## src/rtl/seg_pkg.sv

```systemverilog
// Shared constants, glyph table and source-select enum for the 7-segment display blocks.
package seg_pkg;

   localparam int DIGIT_W = 4;
   localparam logic [6:0] SEG_BLANK = 7'h7F;

   // Active-low {g,f,e,d,c,b,a} glyphs for hex 0..F (A,b,C,d,E,F).
   localparam logic [6:0] SEG_GLYPHS [16] = '{
      7'h40, 7'h79, 7'h24, 7'h30, 7'h19, 7'h12, 7'h02, 7'h78,
      7'h00, 7'h10, 7'h08, 7'h03, 7'h46, 7'h21, 7'h06, 7'h0E
   };

   typedef enum logic {
      SRC_IN  = 1'b0,
      SRC_SET = 1'b1
   } src_sel_e;

endpackage

```

## src/rtl/seg7_decode.sv

```systemverilog
// Combinational nibble to active-low 7-segment pattern lookup.
module seg7_decode
   import seg_pkg::*;
(
   input  logic [DIGIT_W-1:0] nibble,
   output logic [6:0]         seg_n
);

   // Table lookup; every nibble value has a glyph.
   always_comb begin
      seg_n = SEG_GLYPHS[nibble];
   end

endmodule

```

## src/rtl/seg_scan_display.sv

```systemverilog
// Multiplexed 7-segment display of the entered/stored lock code with reveal hold and edit blink.
// Optional: SEG_LEADING_ZERO_BLANK_EN blanks leading zero digits outside edit mode.
module seg_scan_display
   import seg_pkg::*;
#(
   parameter int NUM_DIGITS   = 3,
   parameter int SCAN_DIV     = 50000,
   parameter int REVEAL_TICKS = 2000,
   parameter int BLINK_TICKS  = 250
) (
   input  logic                         clk,
   input  logic                         rst_n,
   input  logic [DIGIT_W*NUM_DIGITS-1:0] pass_in,
   input  logic [DIGIT_W*NUM_DIGITS-1:0] pass_set,
   input  logic                         mode,
   input  logic                         L,
   input  logic                         show,
   input  logic [2:0]                   edit_pos,
   output logic [6:0]                   seg_n,
   output logic [NUM_DIGITS-1:0]        an_n,
   output logic [2:0]                   cur_digit
);

   localparam int PS_W = $clog2(SCAN_DIV);
   localparam int RC_W = (REVEAL_TICKS > 0) ? $clog2(REVEAL_TICKS + 1) : 1;
   localparam int BL_W = (BLINK_TICKS > 1) ? $clog2(BLINK_TICKS) : 1;
   localparam int CW   = DIGIT_W * NUM_DIGITS;

   localparam logic [PS_W-1:0] PS_MAX   = PS_W'(SCAN_DIV - 1);
   localparam logic [RC_W-1:0] RC_LOAD  = RC_W'(REVEAL_TICKS);
   localparam logic [BL_W-1:0] BL_MAX   = BL_W'((BLINK_TICKS > 0) ? BLINK_TICKS - 1 : 0);
   localparam logic [2:0]      IDX_LAST = 3'(NUM_DIGITS - 1);

   generate
      if (NUM_DIGITS < 1 || NUM_DIGITS > 8) begin : g_bad_digits
         $error("seg_scan_display: NUM_DIGITS must be 1..8");
      end
      if (SCAN_DIV < 2) begin : g_bad_div
         $error("seg_scan_display: SCAN_DIV must be >= 2");
      end
   endgenerate

   logic [PS_W-1:0]    ps_r;
   logic [2:0]         idx_r;
   logic               show_d_r;
   logic [RC_W-1:0]    rcnt_r;
   logic [BL_W-1:0]    bcnt_r;
   logic               phase_r;
   logic [6:0]         seg_n_r;
   logic [NUM_DIGITS-1:0] an_n_r;
   logic [2:0]         cur_digit_r;

   logic               tick_s;
   logic [2:0]         idx_nxt_s;
   logic               reveal_s;
   logic               edit_s;
   logic               blink_act_s;
   src_sel_e           src_s;
   logic [CW-1:0]      code_s;
   logic [DIGIT_W-1:0] nib_s;
   logic [6:0]         glyph_s;
   logic               lz_blank_s;
   logic               blank_s;
   logic [NUM_DIGITS-1:0] an_s;

   assign tick_s      = (ps_r == PS_MAX);
   assign idx_nxt_s   = (idx_r == IDX_LAST) ? 3'd0 : idx_r + 3'd1;
   assign reveal_s    = show | (rcnt_r != {RC_W{1'b0}});
   assign edit_s      = L & mode;
   assign blink_act_s = edit_s & ~reveal_s;

   // Choose which code feeds the display.
   always_comb begin
      src_s = (reveal_s | edit_s) ? SRC_SET : SRC_IN;
      case (src_s)
         SRC_SET: code_s = pass_set;
         SRC_IN:  code_s = pass_in;
         default: code_s = pass_in;
      endcase
   end

   // Pick the nibble and one-cold anode for the digit about to be driven.
   always_comb begin
      nib_s = {DIGIT_W{1'b0}};
      an_s  = {NUM_DIGITS{1'b1}};
      for (int k = 0; k < NUM_DIGITS; k++) begin
         nib_s   = (idx_nxt_s == 3'(k)) ? code_s[DIGIT_W*k +: DIGIT_W] : nib_s;
         an_s[k] = (idx_nxt_s != 3'(k));
      end
   end

`ifdef SEG_LEADING_ZERO_BLANK_EN
   // A digit is a leading zero when it and every more-significant digit are zero.
   always_comb begin
      logic hi_zero_s;
      hi_zero_s = 1'b1;
      for (int k = 0; k < NUM_DIGITS; k++) begin
         hi_zero_s = hi_zero_s &
                     ((3'(k) < idx_nxt_s) | (code_s[DIGIT_W*k +: DIGIT_W] == {DIGIT_W{1'b0}}));
      end
      if (!edit_s && idx_nxt_s != 3'd0) begin
         lz_blank_s = hi_zero_s;
      end else begin
         lz_blank_s = 1'b0;
      end
   end
`else
   assign lz_blank_s = 1'b0;
`endif

   assign blank_s = (blink_act_s & ~phase_r & (edit_pos == idx_nxt_s)) | lz_blank_s;

   seg7_decode u_decode (
      .nibble (nib_s),
      .seg_n  (glyph_s)
   );

   // Scan prescaler.
   always_ff @(posedge clk or negedge rst_n) begin
      if (!rst_n) begin
         ps_r <= {PS_W{1'b0}};
      end else if (tick_s) begin
         ps_r <= {PS_W{1'b0}};
      end else begin
         ps_r <= ps_r + PS_W'(1);
      end
   end

   // Reveal hold: reload on the falling edge of show, count down on ticks.
   always_ff @(posedge clk or negedge rst_n) begin
      if (!rst_n) begin
         show_d_r <= 1'b0;
         rcnt_r   <= {RC_W{1'b0}};
      end else begin
         show_d_r <= show;
         if (show_d_r && !show) begin
            rcnt_r <= RC_LOAD;
         end else if (tick_s && rcnt_r != {RC_W{1'b0}}) begin
            rcnt_r <= rcnt_r - RC_W'(1);
         end
      end
   end

   // Blink phase for the edited digit; restarts visible whenever editing stops.
   always_ff @(posedge clk or negedge rst_n) begin
      if (!rst_n) begin
         bcnt_r  <= {BL_W{1'b0}};
         phase_r <= 1'b1;
      end else if (!blink_act_s) begin
         bcnt_r  <= {BL_W{1'b0}};
         phase_r <= 1'b1;
      end else if (tick_s) begin
         if (bcnt_r == BL_MAX) begin
            bcnt_r  <= {BL_W{1'b0}};
            phase_r <= ~phase_r;
         end else begin
            bcnt_r <= bcnt_r + BL_W'(1);
         end
      end
   end

   // Scan index and registered pin drive; idx resets to the last digit so the first tick shows digit 0.
   always_ff @(posedge clk or negedge rst_n) begin
      if (!rst_n) begin
         idx_r       <= IDX_LAST;
         seg_n_r     <= SEG_BLANK;
         an_n_r      <= {NUM_DIGITS{1'b1}};
         cur_digit_r <= 3'd0;
      end else if (tick_s) begin
         idx_r       <= idx_nxt_s;
         seg_n_r     <= blank_s ? SEG_BLANK : glyph_s;
         an_n_r      <= an_s;
         cur_digit_r <= idx_nxt_s;
      end
   end

   assign seg_n     = seg_n_r;
   assign an_n      = an_n_r;
   assign cur_digit = cur_digit_r;

endmodule

```

## config.mk

```make
export PLATFORM = sky130hd
export DESIGN_NAME = seg_scan_display
export DESIGN_NICKNAME = d
export VERILOG_FILES = /design/src/rtl/seg_pkg.sv /design/src/rtl/seg7_decode.sv /design/src/rtl/seg_scan_display.sv
export SDC_FILE = /design/constraint.sdc
export NUM_CORES = 1
export LEC_CHECK = 0
export BUFFER_PORTS_ARGS = -buffer_cell sky130_fd_sc_hd__buf_2
export CAP_MARGIN = 25
export CORE_UTILIZATION = 40
export DETAILED_ROUTE_END_ITERATION = 8
export SLEW_MARGIN = 5
export SYNTH_ARGS = -nofsm -noshare
export SYNTH_HDL_FRONTEND = slang
export SYNTH_SLANG_ARGS = --single-unit
export TNS_END_PERCENT = 10
```

## constraint.sdc

```tcl
create_clock -name clk -period 2.8 [get_ports clk]
set_input_delay 0.7 -clock clk [delete_from_list [all_inputs] [get_ports clk]]
set_output_delay 0.7 -clock clk [all_outputs]
set_load 0.05 [all_outputs]
```

==> qor.csv <==
metric,value,unit
outcome,"complete, no violations",
fillerInstances,707,
cts-root-buf,clkbuf_8,
dieArea,0.00819,mm^2
synth_cell_types,57,
yosys_warnings,0,
dr.pass1.iters,4,
cpMaxStageDelayCell,or4_4,
io_pins,45,
p_leak,1.62,nW
rr_endpoint,seg_n[4],
antenna_found_initial,0,
clk_latency,0.31,ns
required,3.05,ns
irDropWorstVdd,0.154,mV
ys_seq_area_share,41.2,%
syn_area_per_cell,9.79,um^2
dpl-instance-area,0.00352,mm^2
gp_congestion,0.798,
grt_max_degree,52,
cts_inserted_buffers,5,
period_minus_slack,2.75,ns
fin_setup_tns,0,ns
cellPowerDensity,349,mW/mm^2
worst_pin_slew,0.650,ns
wirelength_met1,3200,um
numPortBuffers,44,
route.vias.total,2486,
wl_met3,259,um
dieWidth,90.5,um
max_freq,363,MHz
drive_gt1_share,31.1,%
core_area,0.00741,mm^2
dr.max_layer_used,met4,
dp_hpwl,4640,um
grt_first_pass_wirelength,11300,um
min_from,an_n[0],
crit_type,reg -> reg,
fin_crit_sh,98.3,%
routed_wl,6460,um
fin_util,50.2,%
met2WireLength,2910,um
r2r-start,rcnt_r[6],
clk_path_buf_depth,2,
cts_sinks,51,
relSlewSlack,56.7,%
n_antenna_cell,0,
drv_slew,0,
crit_arrival,3.00,ns
worst_clock_skew,0.00846,ns
grt-ovfl-total,0,
drt-vias-per-instance,5.19,
slowest_delay,0.57,ns
initialDrtViolationCount,56,
multiInputGateArea,0.00176,mm^2
synth_edf_count,0,
drc,0,
htreeDepth,2,
grt_usage,16.9,%
wire_per_inst,13.5,um
clk_pin_slew,0.10,ns
seqCellArea,0.00129,mm^2
initial_core_util,42.3,%
die_h,90.5,um
holdPathStages,2,
rsz0062_at_grt,true,
holdCritPathClass,reg -> reg,
final_nets,422,
area.growth.synth_to_final,18.8,%
critPathLaunchType,flip-flop,
ant_nets,0,
num_rows,31,
hold_viol,0,
synth.cell_area,0.00313,mm^2
cts_tree,done,
final_cell_area,0.00372,mm^2
reg2reg_slack,0.05,ns
cap_violations,0,
setup_viol,0,
end_kind,flip-flop,
synth_fp_nets,363,
path_cells,"or4_4, nor4b_4, buf_6, mux2_2, a211oi_4, buf_4, nor3b_2, o32a_1",
synth_seq_cells,51,
synth_cells,320,
critPathMaxFanout,7,
ff2ff_path_depth,8,
ys.flop_type,dfrtp_1,
grt_pass1_vias,2416,
synthArstFlopShare,100,%
hold_end,an_n[0],
==> kinds of logic after synthesis <==
kind of cell	after synthesis	synth area share, %
AOI/OAI and AO/OA	50	11.4
DFF	51	41.2
xor gates and xnor gates	26	7.27
muxes	22	7.55
buffers and inverters	26	5.51
and+or+nand+nor	134	22.7
adders and majority gates	11	4.39
==> timing repair <==
item,CTS,global route
hold endpoints to repair,0,0
gates resized for setup,1,18
endpoints found under the setup margin,4,7
buffers inserted,1,1
hold buffers,0,0
pin swaps,0,13
==> registers in the layout, indices dropped and copies added (netlist names) <==
| signal | count |
|---|---|
| phase_r | 1 |
| an_n | 3 |
| show_d_r | 1 |
| seg_n | 7 |
| rcnt_r | 11 |
| bcnt_r | 8 |
| cur_digit | 1 |
| idx_r | 3 |
| ps_r | 16 |
==> cell type report <==
class                      instances  area share (%)
clock buffer                       6            2.22
sequential                        51            34.7
tap                               99            3.33
inverter                           9           0.908
multi-input combinational        243            47.4
clock inverter                     2           0.303
timing repair buffer              69            11.2
==> per-stage QoR <==
step	setup WS [ns]	cells	power [mW]	hold WS [ns]
after floorplan	0.00935	320	0.799	0.404
after global placement	0.0586	469	0.851	0.451
after detailed placement	-0.0153	469	0.852	0.461
after CTS	0.0102	478	1.31	0.475
after global routing	-0.0880	479	1.36	0.499
final	0.0477	479	1.30	0.469
==> critical path: cells and delay by family (launching register included) <==
family          cells  cell delay [ns]
simple gates        3             0.89
flops               1             0.40
compound gates      2             0.65
mux                 1             0.38
buf+inv             2             0.37
==> layer usage <==
| metal | up-vias | global-route usage (%) |
|---|---|---|
| met5 | - | 0 |
| met4 | 0 | 5.65 |
| met3 | 6 | 3.70 |
| met2 | 43 | 25.9 |
| met1 | 1192 | 23.4 |
| li1 | 1245 | - |
==> where the power goes <==
part	internal (mW)	leakage (nW)	switching, mW	total (mW)
logic	0.0523	0.950	0.0574	0.110
clock network	0.198	0.0449	0.253	0.451
registers	0.738	0.621	0.000314	0.738
==> worst max-delay path by stage <==
stage | to | slack [ns] | depth (start not counted) | startpoint
2_1_floorplan | seg_n[6] | 0.009 | 12 | rcnt_r[0]
3_3_place_gp | seg_n[5] | 0.06 | 10 | rcnt_r[0]
3_5_place_dp | seg_n[1] | -0.02 | 12 | rcnt_r[1]
4_1_cts | seg_n[1] | 0.01 | 12 | rcnt_r[1]
5_1_grt | seg_n[3] | -0.09 | 10 | rcnt_r[6]
6_report | seg_n[4] | 0.05 | 8 | rcnt_r[6]
==> synthesized netlist by cell type (3+ instances only) <==
| master | number | area, um^2 |
|---|---|---|
| and3_1 | 6 | 37.5 |
| dfrtp_1 | 39 | 976 |
| clkbuf_1 | 6 | 22.5 |
| clkbuf_8 | 4 | 55.1 |
| nor3_1 | 9 | 45.0 |
| or3_1 | 3 | 18.8 |
| nor4bb_1 | 3 | 30.0 |
| xnor2_1 | 13 | 114 |
| dfstp_2 | 12 | 315 |
| ha_1 | 11 | 138 |
| nor2b_1 | 3 | 18.8 |
| nand2b_1 | 4 | 25.0 |
| mux2_2 | 6 | 67.6 |
| nand3b_1 | 3 | 22.5 |
| inv_1 | 9 | 33.8 |
| buf_4 | 3 | 22.5 |
| and2_1 | 3 | 18.8 |
| o32a_1 | 5 | 50.1 |
| a21oi_1 | 9 | 45.0 |
| nand2_1 | 34 | 128 |
| nand4_1 | 3 | 18.8 |
| nand3_1 | 18 | 90.1 |
| o21ai_0 | 14 | 70.1 |
| buf_6 | 3 | 33.8 |
| o31ai_1 | 3 | 22.5 |
| xor2_1 | 13 | 114 |
| mux2i_1 | 14 | 140 |
| nor2_1 | 31 | 116 |
==> placed cells by master, fill, tap and decap left out, types with 6 or more instances in the layout <==
cell type   n
nor3_1      9
o21ai_0    14
dfrtp_1    39
a21oi_1     9
ha_1        7
nand3_1    18
mux2i_1    10
buf_4      23
nand2_1    33
buf_2      44
nor2_1     30
xor2_1     13
and3_1      6
clkbuf_8    6
xnor2_1    13
inv_1       8
dfstp_2    12
Note: power is estimated with default switching activity, not from simulation.
